===== src/rtl/warp_pkg.sv =====
// Shared constants, entry layout and helpers for the warp instruction queue.
package warp_pkg;

    localparam int unsigned INST_W       = 32;
    localparam int unsigned PC_W_DEFAULT = 64;

    // Storage word layout, MSB first: {pc, compressed, inst}
    typedef struct packed {
        logic [PC_W_DEFAULT-1:0] pc;
        logic                    compressed;
        logic [INST_W-1:0]       inst;
    } warp_entry_t;

    // Saturate a lane count to the number of physical lanes
    function automatic int unsigned clamp_count(input int unsigned cnt, input int unsigned lim);
        return (cnt > lim) ? lim : cnt;
    endfunction

endpackage


===== src/rtl/warp_queue_ram.sv =====
// DEPTH-entry register array: IN_W write ports and OUT_W read ports,
// each addressed relative to a base pointer that wraps modulo DEPTH.
module warp_queue_ram #(
    parameter int unsigned DEPTH   = 8,
    parameter int unsigned IN_W    = 2,
    parameter int unsigned OUT_W   = 2,
    parameter int unsigned ENTRY_W = 97
) (
    input  logic                       clk_i,
    input  logic [IN_W-1:0]            wr_en_i,
    input  logic [$clog2(DEPTH)-1:0]   wr_base_i,
    input  logic [IN_W*ENTRY_W-1:0]    wr_data_i,
    input  logic [$clog2(DEPTH)-1:0]   rd_base_i,
    output logic [OUT_W*ENTRY_W-1:0]   rd_data_o
);

    localparam int unsigned PTR_W = $clog2(DEPTH);

    logic [ENTRY_W-1:0] mem_q [DEPTH];
    logic [PTR_W-1:0]   wr_addr [IN_W];
    logic [PTR_W-1:0]   rd_addr [OUT_W];

    // Rotated addresses; PTR_W-bit adds wrap naturally since DEPTH is a power of two
    always_comb begin
        for (int unsigned k = 0; k < IN_W; k++) begin
            wr_addr[k] = wr_base_i + PTR_W'(k);
        end
        for (int unsigned j = 0; j < OUT_W; j++) begin
            rd_addr[j] = rd_base_i + PTR_W'(j);
        end
    end

    // Write enabled lanes into consecutive entries
    always_ff @(posedge clk_i) begin
        for (int unsigned k = 0; k < IN_W; k++) begin
            if (wr_en_i[k]) begin
                mem_q[wr_addr[k]] <= wr_data_i[k*ENTRY_W +: ENTRY_W];
            end
        end
    end

    // Combinational read of the OUT_W entries starting at the read base
    always_comb begin
        rd_data_o = '0;
        for (int unsigned j = 0; j < OUT_W; j++) begin
            rd_data_o[j*ENTRY_W +: ENTRY_W] = mem_q[rd_addr[j]];
        end
    end

endmodule


===== src/rtl/warp_inst_queue.sv =====
// Instruction queue between fetch and decode: multi-lane push, multi-lane
// pop, branch flush, registered ready and a sticky protocol-error flag.
module warp_inst_queue
    import warp_pkg::*;
#(
    parameter int unsigned DEPTH = 8,
    parameter int unsigned IN_W  = 2,
    parameter int unsigned OUT_W = 2,
    parameter int unsigned PC_W  = PC_W_DEFAULT
) (
    input  logic                         i_clk,
    input  logic                         i_rst_n,
    input  logic                         i_flush,
    input  logic                         i_valid,
    output logic                         o_ready,
    input  logic [$clog2(IN_W+1)-1:0]    i_count,
    input  logic [IN_W*INST_W-1:0]       i_inst,
    input  logic [IN_W-1:0]              i_compressed,
    input  logic [IN_W*PC_W-1:0]         i_pc,
    output logic [OUT_W-1:0]             o_valid,
    output logic [OUT_W*INST_W-1:0]      o_inst,
    output logic [OUT_W-1:0]             o_compressed,
    output logic [OUT_W*PC_W-1:0]        o_pc,
    input  logic [$clog2(OUT_W+1)-1:0]   i_take,
    output logic [$clog2(DEPTH+1)-1:0]   o_level,
    output logic                         o_err
);

    localparam int unsigned PTR_W   = $clog2(DEPTH);
    localparam int unsigned LVL_W   = $clog2(DEPTH+1);
    localparam int unsigned CNT_W   = $clog2(IN_W+1);
    localparam int unsigned TAKE_W  = $clog2(OUT_W+1);
    localparam int unsigned ENTRY_W = PC_W + 1 + INST_W;

    logic [PTR_W-1:0]         head_q, head_d;
    logic [PTR_W-1:0]         tail_q, tail_d;
    logic [LVL_W-1:0]         level_q, level_d;
    logic                     ready_q, ready_d;
    logic                     err_q, err_d;

    logic                     push_fire;
    logic [CNT_W-1:0]         push_cnt;
    logic [TAKE_W-1:0]        pop_cnt;
    logic [IN_W-1:0]          wr_en;
    logic [IN_W*ENTRY_W-1:0]  wr_data;
    logic [OUT_W*ENTRY_W-1:0] rd_data;

    // Push/pop amounts, error detection and next pointer/level/ready state
    always_comb begin
        push_fire = i_valid && ready_q;
        push_cnt  = '0;
        if (push_fire) begin
            push_cnt = CNT_W'(clamp_count(32'(i_count), IN_W));
        end
        pop_cnt = (32'(i_take) > 32'(level_q)) ? TAKE_W'(level_q) : i_take;

        err_d = err_q
              | (push_fire && (32'(i_count) > IN_W))
              | (32'(i_take) > 32'(level_q));

        if (i_flush) begin
            head_d  = '0;
            tail_d  = '0;
            level_d = '0;
            ready_d = 1'b1;
        end else begin
            head_d  = head_q + PTR_W'(pop_cnt);
            tail_d  = tail_q + PTR_W'(push_cnt);
            level_d = level_q + LVL_W'(push_cnt) - LVL_W'(pop_cnt);
            ready_d = (DEPTH - 32'(level_d)) >= IN_W;
        end
    end

    // Queue control state with asynchronous active-low reset
    always_ff @(posedge i_clk or negedge i_rst_n) begin
        if (!i_rst_n) begin
            head_q  <= '0;
            tail_q  <= '0;
            level_q <= '0;
            ready_q <= 1'b1;
            err_q   <= 1'b0;
        end else begin
            head_q  <= head_d;
            tail_q  <= tail_d;
            level_q <= level_d;
            ready_q <= ready_d;
            err_q   <= err_d;
        end
    end

    // Pack fetch lanes into storage words; a flush suppresses the write
    always_comb begin
        wr_en   = '0;
        wr_data = '0;
        for (int unsigned k = 0; k < IN_W; k++) begin
            wr_en[k] = !i_flush && (32'(push_cnt) > k);
            wr_data[k*ENTRY_W +: ENTRY_W] =
                {i_pc[k*PC_W +: PC_W], i_compressed[k], i_inst[k*INST_W +: INST_W]};
        end
    end

    warp_queue_ram #(
        .DEPTH   (DEPTH),
        .IN_W    (IN_W),
        .OUT_W   (OUT_W),
        .ENTRY_W (ENTRY_W)
    ) u_ram (
        .clk_i     (i_clk),
        .wr_en_i   (wr_en),
        .wr_base_i (tail_q),
        .wr_data_i (wr_data),
        .rd_base_i (head_q),
        .rd_data_o (rd_data)
    );

    // Present head entries; lanes beyond the occupancy read as zero
    always_comb begin
        o_valid      = '0;
        o_inst       = '0;
        o_compressed = '0;
        o_pc         = '0;
        for (int unsigned j = 0; j < OUT_W; j++) begin
            o_valid[j] = 32'(level_q) > j;
            if (o_valid[j]) begin
                o_inst[j*INST_W +: INST_W] = rd_data[j*ENTRY_W +: INST_W];
                o_compressed[j]            = rd_data[j*ENTRY_W + INST_W];
                o_pc[j*PC_W +: PC_W]       = rd_data[j*ENTRY_W + INST_W + 1 +: PC_W];
            end
        end
    end

    assign o_ready = ready_q;
    assign o_level = level_q;
    assign o_err   = err_q;

endmodule


===== config.mk =====
export PLATFORM = sky130hd
export DESIGN_NAME = warp_inst_queue
export DESIGN_NICKNAME = d
export VERILOG_FILES = /design/src/rtl/warp_pkg.sv /design/src/rtl/warp_queue_ram.sv /design/src/rtl/warp_inst_queue.sv
export SDC_FILE = /design/constraint.sdc
export NUM_CORES = 2
export LEC_CHECK = 0
export BUFFER_PORTS_ARGS = -buffer_cell sky130_fd_sc_hd__buf_2
export CORE_ASPECT_RATIO = 0.7
export CORE_MARGIN = 2
export CORE_UTILIZATION = 30
export DETAILED_ROUTE_END_ITERATION = 8
export SYNTH_ARGS = -nofsm -noshare
export SYNTH_HDL_FRONTEND = slang
export SYNTH_SLANG_ARGS = --single-unit

===== constraint.sdc =====
create_clock -name i_clk -period 26.4 [get_ports i_clk]
set_input_delay 1.32 -clock i_clk [delete_from_list [all_inputs] [get_ports i_clk]]
set_output_delay 1.32 -clock i_clk [all_outputs]
set_load 0.01 [all_outputs]

==> results.py <==
metrics = {
    "status": {
        "outcome": "completed",
    },
    "timing": {
        "fmax_mhz": 157,
        "fin_crit_sh": 0.241,
        "rsz0062_at_grt": "false",
        "tns_ps": 0,
        "final_hold_viol_count": 0,
        "slew_viol_final": 0,
        "finalClockSkew_ps": 23.2,
        "setup_violations": 0,
        "worstMarginPinSlew_ps": 1090,
        "fin_crit_ps": 6370,
        "slew_headroom": 0.275,
    },
    "die": {
        "core_area_mm2": 0.151,
        "initial_core_util": 0.303,
        "io_pins": 404,
        "num_rows": 119,
        "die_x_um": 471,
        "dieArea_mm2": 0.156,
        "die_y_um": 331,
    },
    "synth": {
        "synth_nets": 2986,
        "synthCells": 2766,
        "yosys.area.top_type": "edfxtp_1",
        "yosys.area.top_type_share": 0.509,
        "yosysSeqAreaShare": 0.516,
        "synth.avg_cell_area_um2": 16.5,
        "yosys_register_bits": 788,
        "synthTopCellsByArea": "edfxtp_1, mux4_2, mux2_2",
        "ys_types": 44,
        "netlist_area_mm2": 0.0458,
        "ys_warn_count": 0,
    },
    "layout": {
        "num-fill-cells": 14400,
        "utilization": 0.349,
        "nNetsFinal": 3315,
        "final_common_cell": "edfxtp_1",
        "multi_input_area_mm2": 0.0210,
        "final_cell_mix": "edfxtp_1, mux2_2, buf_2",
        "syn2layout_area_growth_pct": 15.2,
        "seqCellArea_mm2": 0.0236,
        "drive_above_1_share": 0.562,
    },
    "run": {
        "cap_violations": 0,
    },
    "clocking": {
        "postCtsSetupBuffers": 0,
        "clockRootBuffer": "clkbuf_16",
        "clkTransAtPathRegs_ps": 60,
        "ctsResizeCount": 0,
        "clock_path_buffers": 3,
        "cts_inserted_buffers": 88,
        "htree_levels": 3,
        "cts.sinks": 788,
        "clkLatencyLatePin_ps": 690,
        "cts_tree": "done",
        "hold_buffers": 0,
    },
    "place": {
        "port_buffers": 403,
        "place_hpwl_mm": 85.8,
        "gp_congestion": 0.760,
    },
    "critical_path": {
        "path_buf_inv": 4,
        "endpoint_kind": "output port",
        "slowest_stage": "dfrtp_4",
        "cp_max_fo": 57,
        "crit_path_frequent_cell": "buf_4",
        "max_stage_delay_ps": 880,
        "path_cells": "buf_4 -> buf_4 -> buf_4 -> mux4_2 -> mux2i_1 -> nor2_1 -> buf_2",
        "critPathArrivalTime_ps": 5050,
        "crit_start": "head_q[0]",
        "start_kind": "register",
        "critical-path-top-delay-family": "buffers and inverters",
        "timing.rr.start": "tail_q[1]",
        "worstSetupPathType": "reg2out",
        "cp.required_ps": 25080,
    },
    "global_routing": {
        "grt-ovfl-total": 0,
        "grt_pass1_wl_mm": 214,
        "antenna_found_initial": 31,
        "grt_max_degree": 98,
        "grt_pass1_vias": 28800,
        "grt_use_total": 0.191,
    },
    "pwr": {
        "switching_power_mw": 1.97,
        "power_density_mw_per_mm2": 99.3,
        "pwr-share-clk": 0.250,
        "ir_drop_mv": 0.0879,
        "share_seq_of_total_power": 0.281,
        "switching_share": 0.377,
        "combPwrFrac": 0.470,
        "internal-power_mw": 3.26,
        "power.leakage_nw": 17.4,
    },
    "routing": {
        "wl_mm": 152,
        "ant_nets": 0,
        "drc": 0,
        "drt_first_pass_iters": 5,
        "vias_per_cell": 5.52,
        "wire_per_inst_um": 29.3,
        "drtIter0Drc": 2849,
        "vias": 28500,
    },
    "hold_path": {
        "hold_path_class": "in2async",
    },
}
[Yosys cell counts, drive strengths merged]
library cell,n
nor3,2
dfrtp,11
and2,4
nor2,109
nand3,2
ha,14
nor4b,1
nor2b,5
or3,1
o211ai,1
or2,1
edfxtp,776
and3,4
mux4,388
clkbuf,47
or4,1
nor3b,1
mux2,777
mux2i,98
and4bb,1
o21bai,4
xnor2,4
a21o,1
nand2,200
nand4b,1
buf,179
dfstp,1
o31ai,1
xor2,3
fa,4
nand2b,2
a21oi,103
o21ai,4
nand4,2
inv,13
[metrics by stage]
step	power [mW]	setup WS [ps]	hold WS, ps	instance area, µm²	cells
CTS	5.31	19750	449	52700	5163
finish	5.23	20030	514	52700	5173
detailed placement	3.99	20550	577	49700	5001
floorplan	3.12	16860	505	45800	2766
global placement	3.99	20630	565	49700	5001
global route	5.49	19510	476	52700	5170
[sequential cells by signal, indices dropped and copies added (netlist names)]
register	count
head_q	3
o_err	1
o_level	4
o_ready	1
tail_q	3
u_ram.mem_q	776
[worst register-to-register path, delay by kind of cell, from the launching register on]
kind	cells	cell delay, ps
AND/OR/NAND/NOR	3	1690
buffers and inverters	1	800
adder cells (fa/ha/maj)	1	330
XOR/XNOR	1	140
flip-flops	1	540
[area by class of cell]
cell class	instances	share of cell area
Antenna cell	10	0.000475
Clock inverter	48	0.0108
Inverter	13	0.000926
Multi-Input combinational cell	1739	0.399
Clock buffer	114	0.0460
Timing Repair Buffer	465	0.0476
Sequential cell	788	0.448
Tap cell	1996	0.0474
[path summary, 6_finish.rpt]
check	end	depth (start not counted)	slack (ps)
worst max-delay path	o_pc[28]	7	20030
worst min register to register	o_err	2	590
max in group asynchronous	o_ready	1	25590
min in group i_clk	o_err	2	590
worst max register to register	u_ram.mem_q[0][61]	6	22470
worst min-delay path	head_q[1]	1	510
[kinds of logic after synthesis]
kind of cell    Yosys count  synth area share
simple gates            337            0.0304
flops                   788             0.516
buf+inv                 239            0.0285
mux                    1263             0.405
fa+ha+maj                18           0.00558
compound gates          114            0.0129
xor+xnor                  7           0.00167
[metal layers]
metal	share of wire	track usage	routed length [µm]
met1	0.43	0.261	64800
met5	0.0014	0	214
met4	0.023	0.0485	3430
met2	0.47	0.305	71700
met3	0.075	0.0458	11400
[power by group through the flow]
stage	registers [mW]	clock network, mW	logic (mW)
finish	1.47	1.31	2.46
global route	1.47	1.37	2.64
CTS	1.47	1.33	2.51
detailed placement	1.50	0	2.49
global placement	1.49	0	2.49
floorplan	1.46	0	1.66
(Power assumes the default switching activity.)
